`src/rtl/lap_timer_pkg.sv`:
```
// Shared definitions for the lap timer: state/status encodings, the seconds
// limit and the preset clamp helper.
package lap_timer_pkg;

  localparam logic [1:0] STATUS_IDLE    = 2'b00;
  localparam logic [1:0] STATUS_RUNNING = 2'b01;
  localparam logic [1:0] STATUS_PAUSED  = 2'b10;
  localparam logic [1:0] STATUS_EXPIRED = 2'b11;

  localparam logic [5:0] SEC_MAX = 6'd59;

  typedef enum logic [1:0] {
    ST_IDLE    = STATUS_IDLE,
    ST_RUNNING = STATUS_RUNNING,
    ST_PAUSED  = STATUS_PAUSED,
    ST_EXPIRED = STATUS_EXPIRED
  } state_t;

  function automatic logic [5:0] clamp_sec(input logic [5:0] sec);
    return (sec > SEC_MAX) ? SEC_MAX : sec;
  endfunction

endpackage

```
`src/rtl/lap_fifo.sv`:
```
// Show-ahead FIFO holding captured lap times; a pop on a full FIFO frees the
// slot that a same-cycle push then uses.
module lap_fifo #(
  parameter int WIDTH = 8,
  parameter int DEPTH = 4
) (
  input  logic                       clk,
  input  logic                       rst,
  input  logic                       push,
  input  logic                       pop,
  input  logic [WIDTH-1:0]           din,
  output logic [WIDTH-1:0]           dout,
  output logic                       full,
  output logic                       empty,
  output logic [$clog2(DEPTH):0]     count
);

  localparam int AW = $clog2(DEPTH);
  localparam logic [AW:0] FULL_CNT = (AW+1)'(DEPTH);

  logic [WIDTH-1:0] r_mem [DEPTH];
  logic [AW-1:0]    r_wr;
  logic [AW-1:0]    r_rd;
  logic [AW:0]      r_count;
  logic             w_push_ok;
  logic             w_pop_ok;

  assign empty     = (r_count == '0);
  assign full      = (r_count == FULL_CNT);
  assign count     = r_count;
  assign w_pop_ok  = pop && !empty;
  assign w_push_ok = push && (!full || w_pop_ok);
  assign dout      = empty ? '0 : r_mem[r_rd];

  always_ff @(posedge clk) begin
    if (rst) begin
      r_wr    <= '0;
      r_rd    <= '0;
      r_count <= '0;
    end else begin
      if (w_push_ok) r_wr <= r_wr + 1'b1;
      if (w_pop_ok)  r_rd <= r_rd + 1'b1;
      case ({w_push_ok, w_pop_ok})
        2'b10:   r_count <= r_count + 1'b1;
        2'b01:   r_count <= r_count - 1'b1;
        default: r_count <= r_count;
      endcase
    end
  end

  // Storage needs no reset: dout is masked while the FIFO is empty.
  always_ff @(posedge clk) begin
    if (w_push_ok) r_mem[r_wr] <= din;
  end

endmodule

```
`src/rtl/lap_timer.sv`:
```
// Up/down minutes:seconds stopwatch with a prescaled tick, pause/resume that
// keeps the partial second, and a lap capture buffer.
module lap_timer
  import lap_timer_pkg::*;
#(
  parameter int TICK_DIV  = 1,
  parameter int MIN_W     = 8,
  parameter int LAP_DEPTH = 4
) (
  input  logic                          clk,
  input  logic                          rst,
  input  logic                          start,
  input  logic                          stop,
  input  logic                          clear,
  input  logic                          lap,
  input  logic                          mode,
  input  logic                          load,
  input  logic [MIN_W-1:0]              load_min,
  input  logic [5:0]                    load_sec,
  output logic [MIN_W-1:0]              minutes,
  output logic [5:0]                    seconds,
  output logic [1:0]                    status,
  output logic                          wrap,
  output logic                          expired,
  input  logic                          lap_rd,
  output logic                          lap_valid,
  output logic [MIN_W-1:0]              lap_min,
  output logic [5:0]                    lap_sec,
  output logic [$clog2(LAP_DEPTH):0]    lap_count,
  output logic                          lap_ovf
);

  localparam int PW = (TICK_DIV > 1) ? $clog2(TICK_DIV) : 1;
  localparam logic [PW-1:0]    PRESC_LAST = PW'(TICK_DIV - 1);
  localparam logic [PW-1:0]    PRESC_ONE  = PW'(1);
  localparam logic [MIN_W-1:0] MIN_MAX    = {MIN_W{1'b1}};
  localparam logic [MIN_W-1:0] MIN_ONE    = MIN_W'(1);

  state_t           r_state;
  logic [MIN_W-1:0] r_min;
  logic [5:0]       r_sec;
  logic [PW-1:0]    r_presc;
  logic             r_mode;
  logic             r_wrap;
  logic             r_expired;
  logic             r_lap_ovf;

  logic [MIN_W-1:0] w_min_nxt;
  logic [5:0]       w_sec_nxt;
  logic             w_wrap_nxt;
  logic             w_hit_zero;
  logic             w_zero;
  logic             w_start_zero;
  logic             w_push;
  logic             w_full;
  logic             w_empty;
  logic             w_fifo_clr;
  logic [MIN_W+5:0] w_lap_dout;

  assign w_zero       = (r_min == '0) && (r_sec == 6'd0);
  assign w_start_zero = load ? ((load_min == '0) && (load_sec == 6'd0)) : w_zero;

  // Next time value for one tick in the latched direction.
  always_comb begin
    w_min_nxt  = r_min;
    w_sec_nxt  = r_sec;
    w_wrap_nxt = 1'b0;
    if (!r_mode) begin
      if (r_sec == SEC_MAX) begin
        w_sec_nxt = 6'd0;
        if (r_min == MIN_MAX) begin
          w_min_nxt  = '0;
          w_wrap_nxt = 1'b1;
        end else begin
          w_min_nxt = r_min + MIN_ONE;
        end
      end else begin
        w_sec_nxt = r_sec + 6'd1;
      end
    end else begin
      if (r_sec == 6'd0) begin
        w_sec_nxt = SEC_MAX;
        w_min_nxt = r_min - MIN_ONE;
      end else begin
        w_sec_nxt = r_sec - 6'd1;
      end
    end
  end

  assign w_hit_zero = r_mode && (w_min_nxt == '0) && (w_sec_nxt == 6'd0);

  always_ff @(posedge clk) begin
    if (rst) begin
      r_state   <= ST_IDLE;
      r_min     <= '0;
      r_sec     <= 6'd0;
      r_presc   <= '0;
      r_mode    <= 1'b0;
      r_wrap    <= 1'b0;
      r_expired <= 1'b0;
    end else if (clear) begin
      r_state   <= ST_IDLE;
      r_min     <= '0;
      r_sec     <= 6'd0;
      r_presc   <= '0;
      r_wrap    <= 1'b0;
      r_expired <= 1'b0;
    end else begin
      r_wrap <= 1'b0;
      case (r_state)
        ST_IDLE: begin
          r_mode <= mode;
          if (load) begin
            r_min <= load_min;
            r_sec <= clamp_sec(load_sec);
          end
          if (!stop && start) begin
            if (mode && w_start_zero) begin
              r_state   <= ST_EXPIRED;
              r_expired <= 1'b1;
            end else begin
              r_state <= ST_RUNNING;
            end
          end
        end
        ST_RUNNING: begin
          if (stop) begin
            r_state <= ST_PAUSED;
          end else if (r_presc == PRESC_LAST) begin
            r_presc <= '0;
            r_min   <= w_min_nxt;
            r_sec   <= w_sec_nxt;
            r_wrap  <= w_wrap_nxt;
            if (w_hit_zero) begin
              r_state   <= ST_EXPIRED;
              r_expired <= 1'b1;
            end
          end else begin
            r_presc <= r_presc + PRESC_ONE;
          end
        end
        // Prescaler is left untouched so a resume finishes the partial second.
        ST_PAUSED: begin
          if (!stop && start) begin
            if (r_mode && w_zero) begin
              r_state   <= ST_EXPIRED;
              r_expired <= 1'b1;
            end else begin
              r_state <= ST_RUNNING;
            end
          end
        end
        ST_EXPIRED: r_state <= ST_EXPIRED;
        default:    r_state <= ST_IDLE;
      endcase
    end
  end

  assign w_push     = lap && (r_state == ST_RUNNING || r_state == ST_PAUSED);
  assign w_fifo_clr = rst || clear;

  always_ff @(posedge clk) begin
    if (w_fifo_clr) begin
      r_lap_ovf <= 1'b0;
    end else if (w_push && w_full && !lap_rd) begin
      r_lap_ovf <= 1'b1;
    end
  end

  lap_fifo #(
    .WIDTH (MIN_W + 6),
    .DEPTH (LAP_DEPTH)
  ) u_lap_fifo (
    .clk   (clk),
    .rst   (w_fifo_clr),
    .push  (w_push),
    .pop   (lap_rd),
    .din   ({r_min, r_sec}),
    .dout  (w_lap_dout),
    .full  (w_full),
    .empty (w_empty),
    .count (lap_count)
  );

  assign status    = r_state;
  assign minutes   = r_min;
  assign seconds   = r_sec;
  assign wrap      = r_wrap;
  assign expired   = r_expired;
  assign lap_ovf   = r_lap_ovf;
  assign lap_valid = !w_empty;
  assign lap_min   = w_lap_dout[MIN_W+5:6];
  assign lap_sec   = w_lap_dout[5:0];

endmodule
```
`config.mk`:
```
export PLATFORM = sky130hd
export DESIGN_NAME = lap_timer
export DESIGN_NICKNAME = d
export VERILOG_FILES = /design/src/rtl/lap_timer_pkg.sv /design/src/rtl/lap_fifo.sv /design/src/rtl/lap_timer.sv
export SDC_FILE = /design/constraint.sdc
export NUM_CORES = 1
export LEC_CHECK = 0
export CAP_MARGIN = 20
export CORE_MARGIN = 1
export CORE_UTILIZATION = 30
export CTS_CLUSTER_SIZE = 40
export DETAILED_ROUTE_END_ITERATION = 16
export MAX_ROUTING_LAYER = met4
export PLACE_DENSITY_LB_ADDON = 0.3
export SYNTH_ARGS = -nofsm -noshare
export SYNTH_HDL_FRONTEND = slang
export SYNTH_SLANG_ARGS = --single-unit
```
`constraint.sdc`:
```
create_clock -name clk -period 6.4 [get_ports clk]
set_input_delay 1.28 -clock clk [delete_from_list [all_inputs] [get_ports clk]]
set_output_delay 1.28 -clock clk [all_outputs]
set_load 0.02 [all_outputs]
```
==> run summary <==
After synthesis, the most frequently instantiated cells are 56 x sky130_fd_sc_hd__edfxtp_1, 37 x sky130_fd_sc_hd__nor2_1, 29 x sky130_fd_sc_hd__dfxtp_1. Buffers placed on the I/O ports in this run total 59. The die extent in x was 126 microns; the cell count after synthesis was 408.

The first detailed-routing pass took 5 iterations. For this design the top-level I/O count stands at 60. The number of placement rows is 44. After clock tree synthesis, the clock-pin slew on the worst setup and hold paths is 0.06 ns. The post-CTS setup buffer count is 0. For this run the aggregate overflow at the end of global routing stands at 0. The logs give 447 for the synthesized netlist net count and 0 for the final number of hold-violating endpoints. In this run switching power makes up 23.9% of total power. The internal power of the cells was 1.01 mW. The leakage power was 1.89 nW; the worst setup slack after placement was 2.72 ns.

Counting the buffers created by CTS gives 9. Data on the critical path arrives at its endpoint at 2.56 ns. The run finished with clean final reports. The type of the most critical hold path is reg -> reg. The via count of the first global-routing pass came out at 3265. The proportion of power drawn by flip-flops and latches was 46.7%; the max-cap violation count was 0. Post-synthesis async set-or-reset flop share: 0%.

By area the synthesized netlist is led by sky130_fd_sc_hd__edfxtp_1 36%, sky130_fd_sc_hd__dfxtp_1 13%, sky130_fd_sc_hd__mux4_2 6.8%. The tools report the area of the die as 15900 sq um. The root buffer cell chosen for the clock tree is sky130_fd_sc_hd__clkbuf_16.

At the later pin of the worst-skew pair, clock insertion delay measures 0.34 ns. After detailed routing, the number of remaining DRC violations is 0. Final period utilization: 60.1%.

Number of buffers inserted for hold repair after clock tree synthesis: 0. For the number of max-slew violations in the final report, the log shows 0. Cells with a size suffix above 1 make up 10.5% of the layout. Data on the critical path is required at its endpoint by 5.12 ns.

Compared with the post-synthesis result, the final layout area differs by 21.8%. Count of antenna diodes in the layout: 0. Setup repair after global routing left no endpoint under its margin. At the end of routability-driven placement, the weighted congestion stood at 0.806. The tools report the count of warnings emitted by yosys as 0. The tools report the clock tree skew after final layout as 0.00683 ns.

Along the worst path, the maximum fanout reaches 14. VDD sags by at most 0.117 mV. The most common cell in the synthesized netlist is sky130_fd_sc_hd__edfxtp_1. Based on the critical path, the design can be clocked at up to 260 MHz. The synthesized cell area is 4610 sq um. The number of gates resized after CTS is 0, and the slack of the critical path is 2.56 ns.

The run gives 11000 microns as the wire length after detailed routing. The logs give 49.1% for the part of the Yosys area used for sequential elements and 1426 for the number of filler instances in the final layout. In this run the power spent charging and discharging nets is 0.316 mW. The synthesized design contains 56 enable-type register cells. The clock power share was 41.4%; the net count reported at finish was 491. The register area is 2260 sq um, and the number of vias per cell is 5.32.

The area inside the core boundary is 14800 sq um. Cell taking the most area after synthesis: sky130_fd_sc_hd__edfxtp_1. Via count of the routed design: 3402.

The multi-input combinational cells in the finished layout cover a total of 2140 sq um. Entering global routing, the biggest net connects 28 pins. Combinational logic burns 11.9% of the power. Endpoint kind of the worst setup timing path: an output pin.

The die is 126 microns tall. The tools report the effective utilization at floorplan as 31.3%. Average wire length per cell after detail routing: 17.2 microns. The remaining antenna violation count after routing is 0. The clock sink count is 85, and the top cell type's share of synthesized area is 36.5%.

The global-route wire length before repair is 17600 microns, and the total of flip-flops plus latches after synthesis is 85. No sink is reached through more buffers than the 2 on the longest clock path. The power density normalized to cell area was 235 nW/um^2; the initial antenna violation count was 0. The tools report the number of endpoints failing setup at the final stage as 0.

Averaged over all synthesized cells, the footprint is 11.3 sq um. The clock period could shrink to 3.84 ns. TritonCTS built the clock tree. The tools report the worst slew slack as a fraction of its limit as 38.3%. Among all flip-flop cells after synthesis, the most frequent one is sky130_fd_sc_hd__edfxtp_1. The worst setup path is launched from a flop. The start-to-end type of the worst setup path was reg -> out. The CTS H-tree depth is 3, and the combined global-route utilization of all metal layers is 14.8%. The actual slew at the worst max-slew pin is 0.924 ns. Setup total negative slack on the finished layout was measured at 0 ns.

In this run, the number of DRC markers left after iteration 0 of detailed routing was 238. Detailed placement finished with a half-perimeter wire length of 7730 microns. The number of library cell types mapped by synthesis was 78.
cells by family after synthesis:
| kind of cell | share of synthesized area, % |
|---|---|
| and+or+nand+nor | 19.0 |
| DFF | 49.1 |
| AOI/OAI and AO/OA | 13.4 |
| buffers and inverters | 4.50 |
| muxes | 8.17 |
| adders and majority gates | 4.50 |
| xor gates and xnor gates | 1.33 |
critical path, stage by stage, from the launching register on:
cell                              delay (ns)
sky130_fd_sc_hd__dfxtp_1                0.92
sky130_fd_sc_hd__mux4_2                 0.61
sky130_fd_sc_hd__and2_1                 0.17
sky130_fd_sc_hd__clkdlybuf4s50_1        0.53
metal layers:
layer | routed length (microns) | share of wire (%) | global-route usage, % | vias to the layer above
li1 | - | - | - | 1627
met1 | 5280 | 48 | 20.0 | 1653
met2 | 5020 | 46 | 22.3 | 108
met3 | 587 | 5.3 | 3.65 | 14
met4 | 110 | 1.0 | 3.69 | 0
met5 | 0 | 0 | - | -
sequential cells by signal (all words and copies together) (netlist names), 2 cells and up, named ones only:
| signal | cells |
|---|---|
| u_lap_fifo.r_wr | 2 |
| u_lap_fifo.r_mem | 56 |
| u_lap_fifo.r_rd | 2 |
| minutes | 8 |
| seconds | 6 |
| u_lap_fifo.count | 3 |
| status | 2 |
placed cells by master (no fill, tap or decap), types with 6 or more instances in the layout:
cell type,count
sky130_fd_sc_hd__o21ai_0,13
sky130_fd_sc_hd__clkbuf_16,9
sky130_fd_sc_hd__mux4_2,14
sky130_fd_sc_hd__a211oi_1,7
sky130_fd_sc_hd__ha_1,15
sky130_fd_sc_hd__o211ai_1,6
sky130_fd_sc_hd__dfxtp_1,29
sky130_fd_sc_hd__clkdlybuf4s50_1,59
sky130_fd_sc_hd__inv_1,20
sky130_fd_sc_hd__edfxtp_1,56
sky130_fd_sc_hd__nor2_1,37
sky130_fd_sc_hd__nor3_1,13
sky130_fd_sc_hd__nand3_1,9
sky130_fd_sc_hd__nand2_1,19
sky130_fd_sc_hd__a21oi_1,18
sky130_fd_sc_hd__nor4_1,9
sky130_fd_sc_hd__and2_1,20
through the flow:
| step | hold WS (ns) | power, mW | utilization (%) | cell area [sq um] | instances |
|---|---|---|---|---|---|
| after global routing | 0.520 | 1.37 | 38.1 | 5620 | 640 |
| after global placement | 0.471 | 0.782 | 36.0 | 5310 | 625 |
| after floorplan | 0.485 | 0.727 | - | 4610 | 408 |
| after detailed placement | 0.474 | 0.785 | 36.0 | 5310 | 625 |
| final | 0.493 | 1.32 | 38.1 | 5620 | 640 |
| after CTS | 0.494 | 1.34 | 38.1 | 5620 | 640 |
path summary, 6_finish.rpt:
check	from	end	slack, ns	cells past startpoint
setup / recovery	flop	lap_sec[3]	2.56	3
hold / removal	expired	expired	0.49	1
setup reg to reg	status[0]	minutes[3]	3.43	7
hold reg to reg	expired	expired	0.49	1
final cells by class:
cell class,count,area share (%)
Clock buffer,9,4.01
Clock inverter,6,1.54
Inverter,20,1.34
Multi-Input combinational cell,276,38.1
Sequential cell,85,40.3
Tap cell,184,4.10
Timing Repair Buffer,60,10.6
power by group through the flow:
stage / logic, mW / registers, mW / clock network [mW]
after floorplan: 0.106 / 0.622 / 0
after global placement: 0.155 / 0.627 / 0
after detailed placement: 0.157 / 0.628 / 0
after CTS: 0.157 / 0.617 / 0.564
after global routing: 0.172 / 0.619 / 0.581
final: 0.157 / 0.617 / 0.547
(Power assumes the default switching activity.)
